## config.mk

```make
export PLATFORM = sky130hd
export DESIGN_NAME = uart_label_parser
export DESIGN_NICKNAME = d
export VERILOG_FILES = /design/src/rtl/uart_proto_pkg.sv /design/src/rtl/uart_gap_timer.sv /design/src/rtl/uart_label_parser.sv
export SDC_FILE = /design/constraint.sdc
export NUM_CORES = 1
export LEC_CHECK = 0
export ABC_AREA = 1
export ABC_CLOCK_PERIOD_IN_PS = 1600
export BUFFER_PORTS_ARGS = -buffer_cell sky130_fd_sc_hd__buf_2
export CAP_MARGIN = 40
export CORE_ASPECT_RATIO = 0.75
export CORE_MARGIN = 2
export CORE_UTILIZATION = 50
export DETAILED_ROUTE_END_ITERATION = 6
export PLACE_DENSITY = 0.8
export SKIP_LAST_GASP = 1
export SYNTH_ARGS = -nofsm -noshare
export SYNTH_HDL_FRONTEND = slang
export SYNTH_SLANG_ARGS = --single-unit
```

## constraint.sdc

```tcl
create_clock -name clk -period 1.6 [get_ports clk]
set_input_delay 0.4 -clock clk [delete_from_list [all_inputs] [get_ports clk]]
set_output_delay 0.4 -clock clk [all_outputs]
set_load 0.05 [all_outputs]
```

## src/rtl/uart_proto_pkg.sv

```systemverilog
// Shared UART label-protocol constants, parser state encoding and frame checksum.
// Also used by the TX alert formatter.
package uart_proto_pkg;

    localparam logic [7:0] SOF_BYTE   = 8'hA5;
    localparam logic [7:0] CMD_LABEL  = 8'h4C;
    localparam logic [7:0] CMD_STATUS = 8'h52;

    typedef enum logic [1:0] {
        IDLE    = 2'd0,
        GOT_SOF = 2'd1,
        GOT_CMD = 2'd2,
        GOT_ARG = 2'd3
    } parse_state_t;

    function automatic logic [7:0] frame_chk(input logic [7:0] cmd, input logic [7:0] arg);
        return SOF_BYTE ^ cmd ^ arg;
    endfunction

endpackage

```

## src/rtl/uart_gap_timer.sv

```systemverilog
// Inter-byte gap timer for the label parser; compiled only when LABEL_TIMEOUT_EN is defined.
// Pulses timeout while active once TIMEOUT_CYCLES-1 idle cycles have elapsed.
`ifdef LABEL_TIMEOUT_EN
module uart_gap_timer #(
    parameter int unsigned TIMEOUT_CYCLES = 1_250_000
) (
    input  logic clk,
    input  logic rst,
    input  logic active,
    input  logic clear,
    output logic timeout
);

    localparam int unsigned CNT_W = 21;
    localparam logic [CNT_W-1:0] LIMIT = CNT_W'(TIMEOUT_CYCLES - 1);

    logic [CNT_W-1:0] gap_cnt;

    assign timeout = active && (gap_cnt == LIMIT);

    // Held at zero whenever the parser is idle, so entry to IDLE always restarts it.
    always_ff @(posedge clk) begin
        if (rst || clear || !active) begin
            gap_cnt <= '0;
        end else if (!timeout) begin
            gap_cnt <= gap_cnt + 1'b1;
        end
    end

endmodule
`endif

```

## src/rtl/uart_label_parser.sv

```systemverilog
// Parses 4-byte SOF/CMD/ARG/CHK label frames from the UART RX stream into label and status pulses.
// Define LABEL_TIMEOUT_EN to abort partial frames after TIMEOUT_CYCLES idle cycles.
module uart_label_parser
    import uart_proto_pkg::*;
#(
    parameter int unsigned NUM_CLASSES = 8
`ifdef LABEL_TIMEOUT_EN
    , parameter int unsigned TIMEOUT_CYCLES = 1_250_000
`endif
) (
    input  logic       clk,
    input  logic       rst,
    input  logic [7:0] rx_data,
    input  logic       rx_valid,
    output logic       rx_ready,
    output logic [7:0] label_out,
    output logic       label_valid,
    output logic       status_req,
    output logic [7:0] err_cnt,
    output logic       busy
);

    function automatic logic [7:0] sat_inc(input logic [7:0] v);
        return (v == 8'hFF) ? v : v + 8'd1;
    endfunction

    parse_state_t state, state_nxt;
    logic [7:0]   cmd_p0, arg_p0, cmd_nxt, arg_nxt;
    logic [7:0]   label_nxt, err_nxt;
    logic         label_vld_nxt, status_nxt;
    logic         timeout;

`ifdef LABEL_TIMEOUT_EN
    uart_gap_timer #(
        .TIMEOUT_CYCLES(TIMEOUT_CYCLES)
    ) u_gap_timer (
        .clk     (clk),
        .rst     (rst),
        .active  (state != IDLE),
        .clear   (rx_valid),
        .timeout (timeout)
    );
`else
    assign timeout = 1'b0;
`endif

    assign busy = (state != IDLE);

    always_comb begin
        state_nxt     = state;
        cmd_nxt       = cmd_p0;
        arg_nxt       = arg_p0;
        label_nxt     = label_out;
        err_nxt       = err_cnt;
        label_vld_nxt = 1'b0;
        status_nxt    = 1'b0;
        // An arriving byte always takes precedence over a coincident timeout.
        if (rx_valid) begin
            case (state)
                IDLE: begin
                    if (rx_data == SOF_BYTE) state_nxt = GOT_SOF;
                end
                GOT_SOF: begin
                    cmd_nxt   = rx_data;
                    state_nxt = GOT_CMD;
                end
                GOT_CMD: begin
                    arg_nxt   = rx_data;
                    state_nxt = GOT_ARG;
                end
                GOT_ARG: begin
                    state_nxt = IDLE;
                    if (rx_data != frame_chk(cmd_p0, arg_p0)) begin
                        err_nxt = sat_inc(err_cnt);
                    end else if (cmd_p0 == CMD_LABEL) begin
                        if (32'(arg_p0) < NUM_CLASSES) begin
                            label_nxt     = arg_p0;
                            label_vld_nxt = 1'b1;
                        end else begin
                            err_nxt = sat_inc(err_cnt);
                        end
                    end else if (cmd_p0 == CMD_STATUS) begin
                        status_nxt = 1'b1;
                    end else begin
                        err_nxt = sat_inc(err_cnt);
                    end
                end
                default: state_nxt = IDLE;
            endcase
        end else if (timeout) begin
            state_nxt = IDLE;
            err_nxt   = sat_inc(err_cnt);
        end
    end

    // Output / state register stage
    always_ff @(posedge clk) begin
        if (rst) begin
            state       <= IDLE;
            rx_ready    <= 1'b0;
            label_out   <= 8'h00;
            label_valid <= 1'b0;
            status_req  <= 1'b0;
            err_cnt     <= 8'h00;
        end else begin
            state       <= state_nxt;
            rx_ready    <= 1'b1;
            label_out   <= label_nxt;
            label_valid <= label_vld_nxt;
            status_req  <= status_nxt;
            err_cnt     <= err_nxt;
        end
    end

    // Frame payload capture; only meaningful while mid-frame, so left unreset.
    always_ff @(posedge clk) begin
        cmd_p0 <= cmd_nxt;
        arg_p0 <= arg_nxt;
    end

endmodule
```

==> summary.txt <==
Power and ir drop
  • Power per Cell Area: ~830 mW/mm²
  • Sw Ratio: 0.242
  • Static Leakage: roughly 1.2 nW
  • Power Internal: 1.49 mW
  • Flop pwr share: 0.518
  • Switching power: between 400 and 500 µW
  • Clk pwr share: 0.391
  • Peak supply drop: 0.000870 V
  • Total power: slightly below 2 mW
  • Combinational power share: 0.091

Layout
  • Filler Cells Inserted: between 300 and 400
  • Diode count: 0
  • Most common cell after layout, fill and taps aside: nand2_1
  • Finished Layout Cells: around 320
  • FF/Latch Area: 916 µm²
  • Most frequent cells in the layout: nand2_1, inv_1, buf_2
  • Area occupied by multi-input gates: 856 µm²
  • Area growth from synthesis to layout: 27.0%
  • Final core utilization: 0.652
  • Layout cells sized above 1: 0.371
  • Layout Nets: 279
  • Finished Cell Area: between 0.002 and 0.0025 mm²

Clock tree
  • CTS tree: built
  • CTS Buf Count: 5
  • Root Buffer: clkbuf_8
  • Hold_buf cts: 0
  • CTS Buffer Depth: 2
  • Worst-Skew Late Latency: ~0.30 ns
  • Clock sink total: 37
  • Clk slew on worst S/H paths: approximately 0.08 ns
  • H-tree depth: 2

Floorplanning
  • Die height: approximately 57 µm
  • Rows: 19
  • Io pins: 31
  • DIE WIDTH: 74.3 µm
  • Die ar.: between 0.004 and 0.005 mm²
  • CORE AREA: roughly 0.0036 mm²
  • Starting Density: 0.514

Placement
  • Placer Congestion: around 0.8
  • Placed inst area: between 0.002 and 0.0025 mm²
  • Worst slack at placement: -0.0460 ns
  • # port buffers: 30
  • Placed insts: 300
  • Dpl hpwl: 2680 µm

Yosys
  • Syn Inst Count: roughly 210
  • Synthesized area: about 0.0019 mm²
  • Warnings from Yosys: 0
  • Yosys reg bits: 37
  • Synth unique cells: 28
  • Syn Nets: 230
  • Part of the Yosys area used for sequential elements: 0.486
  • Avg Inst Size Synth: approximately 8.7 µm²

Detailed routing
  • DR WL/cell: 12.3 µm
  • Routed Antenna Nets: 0
  • Vias per cell: 4.88
  • Initial DRC count: around 110
  • Via count: 1543
  • Router iterations before antenna repair: 4
  • Post-route DRC: 0
  • WL final: approximately 3900 µm

STA
  • Unrepaired setup endpoints after global routing: yes
  • Hold Vio Cnt, Final: 0
  • Worst Tran Pin Value: 0.420 ns
  • Period utilisation layout: 1.02
  • Setup TNS: -0.242 ns
  • Max-slew violations: 0
  • Worst hold margin: 0.315 ns
  • Min Clock Period, post-route: about 1.6 ns
  • Post-route worst setup slack: -0.0373 ns
  • Fmax: 0.611 GHz
  • Final Skew: ~0.0094 ns
  • Final setup vio count: 10
  • Slew HR: 0.718

Worst setup path
  • Element type at the critical path end: flip-flop
  • CP required: 1.79 ns
  • Worst-path maximum fanout: 9
  • CP Class: flip-flop to flip-flop
  • Crit path arrival time: ~1.8 ns
  • Worst Setup Start Kind: flip-flop

Job
  • Max-cap violations: 0

Status
  • Status: finished with violations
  • Failing checks: setup timing

Global routing
  • Tot GR Track Use: 0.196
  • Largest net degree at the start of global routing: 13
  • Congestion Overflow GR: 0
  • Number of global-route vias before repair: about 1400
  • Initial antenna violation count: 0
  • First-pass GRT wire length: between 6000 and 7000 µm

Hold path
  • HP Class: input port to flip-flop
[cells in the mapped netlist, drive strengths merged]
library cell | instances | area (µm²)
nand2 | 59 | 236
inv | 37 | 141
dfxtp | 21 | 420
nand3 | 17 | 123
nor2 | 17 | 103
edfxtp | 16 | 480
nand4 | 10 | 62.6
a21oi | 9 | 45.0
ha | 5 | 62.6
o21ai | 5 | 25.0
xor2 | 5 | 43.8
nand3b | 3 | 22.5
nor3 | 3 | 26.3
nor4 | 2 | 12.5
a31oi | 1 | 21.3
buf | 1 | 5.00
clkbuf | 1 | 3.75
nor3b | 1 | 12.5
xnor2 | 1 | 8.76
[logic make-up (layout without fill, tap and decap cells)]
logic type,count (synthesis),in the layout,share of synthesized area
AOI/OAI and AO/OA,15,15,0.0492
xor gates and xnor gates,6,6,0.0283
adders and majority gates,5,5,0.0337
buffers and inverters,39,88,0.0809
DFF,37,37,0.486
and+or+nand+nor,112,113,0.322
[worst max-delay path: stages (launching register included)]
cell and delay (ns):
edfxtp_1 0.43, inv_1 0.12, nand2_2 0.06, nand2_1 0.05
nand2_1 0.04, nand2_1 0.06, nand2_2 0.08, nor2_4 0.15
nand3_4 0.16, nor2_8 0.18, inv_6 0.07, nor2_2 0.07
nor2_1 0.04
[worst paths after layout]
kind,startpoint,to,slack [ns],cells after the start
worst min register to register,label_out[5],label_out[5],0.45,2
worst max-delay path,cmd_p0[2],label_out[0],-0.04,12
worst max register to register,cmd_p0[2],label_out[0],-0.04,12
worst min-delay path,rx_data[2],arg_p0[2],0.32,1
[layer usage]
metal | vias to the layer above | GRT usage | part of all wire | wire length (µm)
li1 | 795 | - | - | -
met1 | 707 | 0.273 | 0.49 | 1900
met2 | 34 | 0.278 | 0.45 | 1750
met3 | 7 | 0.0485 | 0.043 | 166
met4 | 0 | 0.107 | 0.020 | 79
met5 | - | 0 | 0 | 0
[power by group through the flow]
stage / sequential, mW / clock, mW / combinational, mW
after CTS: 1.02 / 0.779 / 0.162
after global routing: 1.02 / 0.823 / 0.200
final: 1.02 / 0.768 / 0.179
after global placement: 1.04 / 0 / 0.154
after floorplan: 1.04 / 0 / 0.102
after detailed placement: 1.04 / 0 / 0.158
[state kept, by name, summed over array words and instances, names as in the netlist]
register / count
state: 2
rx_ready: 1
arg_p0: 8
label_valid: 1
cmd_p0: 8
status_req: 1
label_out: 8
err_cnt: 8
[area by class of cell]
type	instances	share of cell area
tap	52	0.0276
multi-input combinational	139	0.363
timing repair buffer	43	0.113
sequential	37	0.389
clock buffer	7	0.0430
inverter	37	0.0610
clock inverter	1	0.00372
[timing repair]
item                                    CTS  global route
cloned                                    0             1
endpoints found under the setup margin   11            19
resized for setup                         2            18
buffers inserted                          1             6
pin swaps                                 1            10
No activity file was read; power rests on OpenSTA's default activity.
